===== config.mk =====
export PLATFORM = sky130hd
export DESIGN_NAME = dct_coef_engine
export DESIGN_NICKNAME = d
export VERILOG_FILES = /design/src/rtl/dct_coef_engine.sv
export SDC_FILE = /design/constraint.sdc
export NUM_CORES = 1
export LEC_CHECK = 0
export BUFFER_PORTS_ARGS = -buffer_cell sky130_fd_sc_hd__buf_4
export CAP_MARGIN = 10
export CELL_PAD_IN_SITES_DETAIL_PLACEMENT = 0
export CELL_PAD_IN_SITES_GLOBAL_PLACEMENT = 2
export CORE_UTILIZATION = 40
export DETAILED_ROUTE_END_ITERATION = 7
export PLACE_DENSITY = 0.92
export REMOVE_ABC_BUFFERS = 1
export SYNTH_ARGS = -nofsm -noshare
export SYNTH_HDL_FRONTEND = slang
export SYNTH_SLANG_ARGS = --single-unit
export TNS_END_PERCENT = 5

===== constraint.sdc =====
create_clock -name clk -period 20.1 [get_ports clk]
set_input_delay 3.015 -clock clk [delete_from_list [all_inputs] [get_ports clk]]
set_output_delay 3.015 -clock clk [all_outputs]
set_load 0.01 [all_outputs]

===== src/rtl/dct_coef_engine.sv =====
// dct_coef_engine: one DCT coefficient X[k] of an N-sample frame by serial multiply-accumulate.
// Latency: out_valid rises N enabled cycles after accept (N/2 when DCT_SYMMETRY_EN is defined).
// Backpressure: in_ready low in MAC/DONE; result held until out_ready; en=0 freezes all state.
module dct_coef_engine #(
    parameter int N  = 8,
    parameter int DW = 8,
    parameter int CW = 16,
    parameter int KW = $clog2(N),
    parameter int OW = DW + CW + $clog2(N)
) (
    input  logic            clk,
    input  logic            rst,
    input  logic            en,
    input  logic            in_valid,
    output logic            in_ready,
    input  logic [N*DW-1:0] in_data,
    input  logic [KW-1:0]   k_sel,
    output logic            out_valid,
    input  logic            out_ready,
    output logic [OW-1:0]   out_data,
    output logic            busy
);

    localparam int CNTW = $clog2(N);
`ifdef DCT_SYMMETRY_EN
    // Even/odd folding halves the tap count: C[k][N-1-n] = (-1)^k * C[k][n].
    localparam int TAPS = N / 2;
`else
    localparam int TAPS = N;
`endif
    localparam logic [CNTW-1:0] LAST_TAP = CNTW'(TAPS - 1);

    // The quarter-wave table is held at 14 fractional bits; other CW values rescale it.
    localparam int SCL_L = (CW >= 16) ? CW - 16 : 0;
    localparam int SCL_R = (CW < 16) ? 16 - CW : 0;

    typedef enum logic [1:0] {S_IDLE, S_MAC, S_DONE} state_t;

    state_t                state_q;
    logic                  idle_q;
    logic [N*DW-1:0]       frame_q;
    logic [KW-1:0]         k_q;
    logic [CNTW-1:0]       cnt_q;
    logic signed [OW-1:0]  acc_q;
    logic                  out_valid_q;
    logic [OW-1:0]         out_data_q;
    logic                  busy_q;

    logic signed [DW-1:0]  x_lo_d;
`ifdef DCT_SYMMETRY_EN
    logic signed [DW-1:0]  x_hi_d;
`endif
    logic signed [DW:0]    opnd_d;
    logic signed [CW-1:0]  coef_d;
    logic signed [DW+CW:0] prod_d;
    logic signed [OW-1:0]  acc_d;

    // cos(pi*j/32) * 2^14 for j = 0..16; N = 4 and 8 use every 4th / 2nd entry.
    function automatic int qtab_f(input int j);
        case (j)
            0:       return 16384;
            1:       return 16305;
            2:       return 16069;
            3:       return 15679;
            4:       return 15137;
            5:       return 14449;
            6:       return 13623;
            7:       return 12665;
            8:       return 11585;
            9:       return 10394;
            10:      return 9102;
            11:      return 7723;
            12:      return 6270;
            13:      return 4756;
            14:      return 3196;
            15:      return 1606;
            default: return 0;
        endcase
    endfunction

    // C[k][n]: fold the phase (2n+1)k into the first quadrant, then look up and sign.
    function automatic logic signed [CW-1:0] coef_f(input logic [KW-1:0] k,
                                                    input logic [CNTW-1:0] n);
        int   m;
        int   j;
        int   v;
        logic neg;
        m = ((2 * int'(n) + 1) * int'(k)) % (4 * N);
        j = m * (16 / N);
        if (j > 32) j = 64 - j;
        neg = (j > 16);
        if (neg) j = 32 - j;
        v = qtab_f(j);
        if (CW >= 16) v = v <<< SCL_L;
        else          v = (v + ((1 <<< SCL_R) >>> 1)) >>> SCL_R;
        if (neg) v = -v;
        return v[CW-1:0];
    endfunction

    // Tap operand selection, coefficient lookup and full-precision product/accumulate.
    always_comb begin
        x_lo_d = frame_q[int'(cnt_q)*DW +: DW];
`ifdef DCT_SYMMETRY_EN
        x_hi_d = frame_q[(N - 1 - int'(cnt_q))*DW +: DW];
        if (k_q[0]) opnd_d = {x_lo_d[DW-1], x_lo_d} - {x_hi_d[DW-1], x_hi_d};
        else        opnd_d = {x_lo_d[DW-1], x_lo_d} + {x_hi_d[DW-1], x_hi_d};
`else
        opnd_d = {x_lo_d[DW-1], x_lo_d};
`endif
        coef_d = coef_f(k_q, cnt_q);
        prod_d = $signed({{CW{opnd_d[DW]}}, opnd_d}) *
                 $signed({{(DW+1){coef_d[CW-1]}}, coef_d});
        acc_d  = acc_q + {{(OW-DW-CW-1){prod_d[DW+CW]}}, prod_d};
    end

    // Control FSM with frame capture, MAC accumulator and registered outputs.
    always_ff @(posedge clk) begin
        if (rst) begin
            state_q     <= S_IDLE;
            idle_q      <= 1'b1;
            frame_q     <= '0;
            k_q         <= '0;
            cnt_q       <= '0;
            acc_q       <= '0;
            out_valid_q <= 1'b0;
            out_data_q  <= '0;
            busy_q      <= 1'b0;
        end else if (en) begin
            case (state_q)
                S_IDLE: begin
                    if (in_valid) begin
                        frame_q <= in_data;
                        k_q     <= k_sel;
                        cnt_q   <= '0;
                        acc_q   <= '0;
                        idle_q  <= 1'b0;
                        busy_q  <= 1'b1;
                        state_q <= S_MAC;
                    end
                end
                S_MAC: begin
                    acc_q <= acc_d;
                    cnt_q <= cnt_q + CNTW'(1);
                    if (cnt_q == LAST_TAP) begin
                        out_data_q  <= acc_d;
                        out_valid_q <= 1'b1;
                        state_q     <= S_DONE;
                    end
                end
                S_DONE: begin
                    if (out_ready) begin
                        out_valid_q <= 1'b0;
                        idle_q      <= 1'b1;
                        busy_q      <= 1'b0;
                        state_q     <= S_IDLE;
                    end
                end
                default: state_q <= S_IDLE;
            endcase
        end
    end

    // Ready is withheld during reset and while the clock enable is low.
    assign in_ready  = idle_q & en & ~rst;
    assign out_valid = out_valid_q;
    assign out_data  = out_data_q;
    assign busy      = busy_q;

endmodule


==> impl_results.md <==
- Status: completed
- Length of the first detailed-routing pass in iterations: 5
- Max Slew Vio Count: 0
- R2r worst-path depth: 47
- CTS buffer count: 17
- Hold Slack: 0.4512 ns
- CTS tree: yes
- Total GRT Usage: ~20%
- Crit path DAT: 12.96 ns
- Via count: 9,750
- Syn Area/Cell: slightly above 8 um2
- Largest net degree at the start of global routing: between 70 and 80
- Most frequent cells in the layout: nand2_1 (231), nor2_1 (160), inv_1 (159), a21oi_1 (156), dfxtp_1 (129)
- Placed wire-length estimate: roughly 22,000 um
- H-Tree Depth: 4
- Place WS: just under 8 ns
- Final net count: ~1,800
- Antenna cells: 0
- PnR Total Power: approximately 740 uW
- Largest stage delay, worst path: just over 0.7 ns
- Initial antenna violation count: 0
- ANT nets after route: 0
- Layout cells sized above 1: between 10% and 20%
- Endpoints failing hold: 0
- Gate Count Post-Synth: 1,447
- Sequential area share after synthesis: between 20% and 30%
- Starting Density: 40.83%
- Highest Clock Rate: 79.22 MHz
- RSZ-0062 raised after global routing: false
- Min-Delay Path Depth: 2
- First-pass GRT wire length: slightly below 50,000 um
- Slowest cell on crit path: dfxtp_1
- Slew @ Worst Pin: 1.168 ns
- Synth cell types: between 80 and 90
- EDFF count, synth: 0
- I/O pins: about 100
- Via/cell ratio: about 5.1
- Final setup violation count: 0
- Vert. Die Dim: about 170 um
- Critical path startpoint category: register
- Clock buffer depth: 2
- Root buf cell: clkbuf_16
- Setup crit end kind: register
- # hold bufs at CTS: 0
- Worst-Skew Late Latency: 0.43 ns
- Final wirelength: 28,920 um
- Drt first-iter violations: roughly 570
- Placement Rows: 62
- Critical path class: reg -> reg
- Top_reg_cell synth: dfxtp_1
- Setup TNS: 0 ns
- Hold/Removal Path Class: reg -> reg
- Rel. slew slack: about a fifth
- Fill cells: approximately 2,900
- Pleak: roughly 0.0060 uW
- Worst vdd ir: around 50 uV
- Congestion Overflow GR: 0
- Final period utilization: between 60% and 70%
- Setup ws final: roughly 7.5 ns
- Period minus WS final: between 10 and 15 ns
- Power density over cell area: 54.86 nW/um2
- Clk_skew: around 0.023 ns
- Clock sinks: 129
- YS warnings: 0
- CTS resizes: 0
- Avg WL per Cell: 15.17 um
- Die ar.: approximately 30,000 um2
- Crit path required time: roughly 20 ns
- CP Max Fanout: 18
- Setup repair bufs after CTS: 0
- Mapped Area: around 12,000 um2
- Commonest non-fill, non-tap cell in the layout: nand2_1
- #FFs+latches synth: ~130
- Clock transition at path regs: ~0.070 ns
- Die X: ~170 um
- I/O Buffers: just over 100
- Fraction of registers with async set/reset: 0%
- Post-route DRC: 0
- Area Overhead vs Synth: 14.17%
- Area of the core: around 29,000 um2
- Vias in the first global route: 9,832
- GPL Wtd Cong: approximately 0.82
- Crit-path most repeated cell: fa_1
- Number of max-cap violations: 0
[synth_stat cells (5+ instances only)]
cell type	instances	area share (%)
nor2b_1	18	0.96
a31oi_1	7	0.37
or2_2	6	0.32
xnor2_1	36	2.7
o21ai_0	34	1.4
a21oi_1	156	6.6
ha_1	84	8.9
inv_1	159	5.1
mux4_2	16	3.1
buf_1	7	0.22
nand2_1	231	7.4
mux2i_1	9	0.76
a22oi_1	21	1.3
a211oi_1	11	0.70
or3_1	5	0.27
and3_1	9	0.48
dfxtp_1	129	22
o21a_1	8	0.51
a21o_1	14	0.89
o21ai_1	7	0.30
or2_1	5	0.27
nand2b_1	19	1.0
nand3_1	18	0.76
fa_1	108	18
nor3_1	17	0.72
nor2_1	160	5.1
xor2_1	13	0.97
clkbuf_1	57	1.8
o21bai_1	8	0.51
[worst max-delay path, delay by kind of cell, from the launching register on]
kind / cells / cell delay (ns)
buffers and inverters: 4 / 0.22
xor gates and xnor gates: 6 / 1.76
and+or+nand+nor: 12 / 2.33
DFF: 1 / 0.72
adders and majority gates: 11 / 4.47
AOI/OAI and AO/OA: 14 / 3.03
[cells by family (layout without fill, tap and decap cells)]
group / Yosys count / count (layout) / share of synthesized area, %
buf+inv: 230 / 306 / 7.486
simple gates: 507 / 507 / 18.46
other cells: 1 / 1 / 0.03183
flops: 129 / 129 / 21.92
compound gates: 305 / 305 / 16.09
mux: 28 / 28 / 4.163
fa+ha+maj: 192 / 192 / 27.27
xor+xnor: 55 / 55 / 4.587
[metrics by stage]
step                      cells  util, %  instance area [um2]
after floorplan            1377        -                11500
after global placement     1875    44.56                12860
after detailed placement   1875    44.56                12860
after CTS                  1907    46.61                13450
after global routing       1907    46.61                13450
final                      1907    46.61                13450
[final timing paths]
check | endpoint | from | slack (ns)
worst max-delay path | out_data[26]$_SDFFE_PP0P_ | k_q[0]$_SDFFE_PP0P_ | 7.48
worst max register to register | out_data[26]$_SDFFE_PP0P_ | k_q[0]$_SDFFE_PP0P_ | 7.48
worst min register to register | frame_q[5]$_SDFFE_PP0P_ | frame_q[5]$_SDFFE_PP0P_ | 0.45
worst min-delay path | frame_q[5]$_SDFFE_PP0P_ | frame_q[5]$_SDFFE_PP0P_ | 0.45
[power by group]
part	switching (uW)	internal, uW
Sequential	4.75	264
Clock	128	189
Combinational	94.0	58.9
[area by class of cell]
| class | count | area [um2] | share of cell area (%) |
|---|---|---|---|
| Clock inverter | 13 | 150.1 | 1.116 |
| Multi-Input combinational cell | 1088 | 8339 | 61.99 |
| Tap cell | 384 | 480.5 | 3.572 |
| Clock buffer | 19 | 442.9 | 3.293 |
| Timing Repair Buffer | 114 | 855.8 | 6.362 |
| Sequential cell | 129 | 2582 | 19.20 |
| Inverter | 160 | 600.6 | 4.465 |
[routing by layer]
metal	global-route usage, %	part of all wire [%]	vias up
met5	0	0	-
met4	4.788	0.78	0
met3	2.237	2.9	13
met2	32.68	47	162
met1	28.36	49	4696
li1	-	-	4879
[registers in the layout, indices dropped and copies added, names as in the netlist]
signal and count:
state_q 2, out_valid 1, busy 1, out_data 27
cnt_q 3, k_q 3, idle_q 1, frame_q 64
acc_q 27
Power figures use the tool's default switching activity.
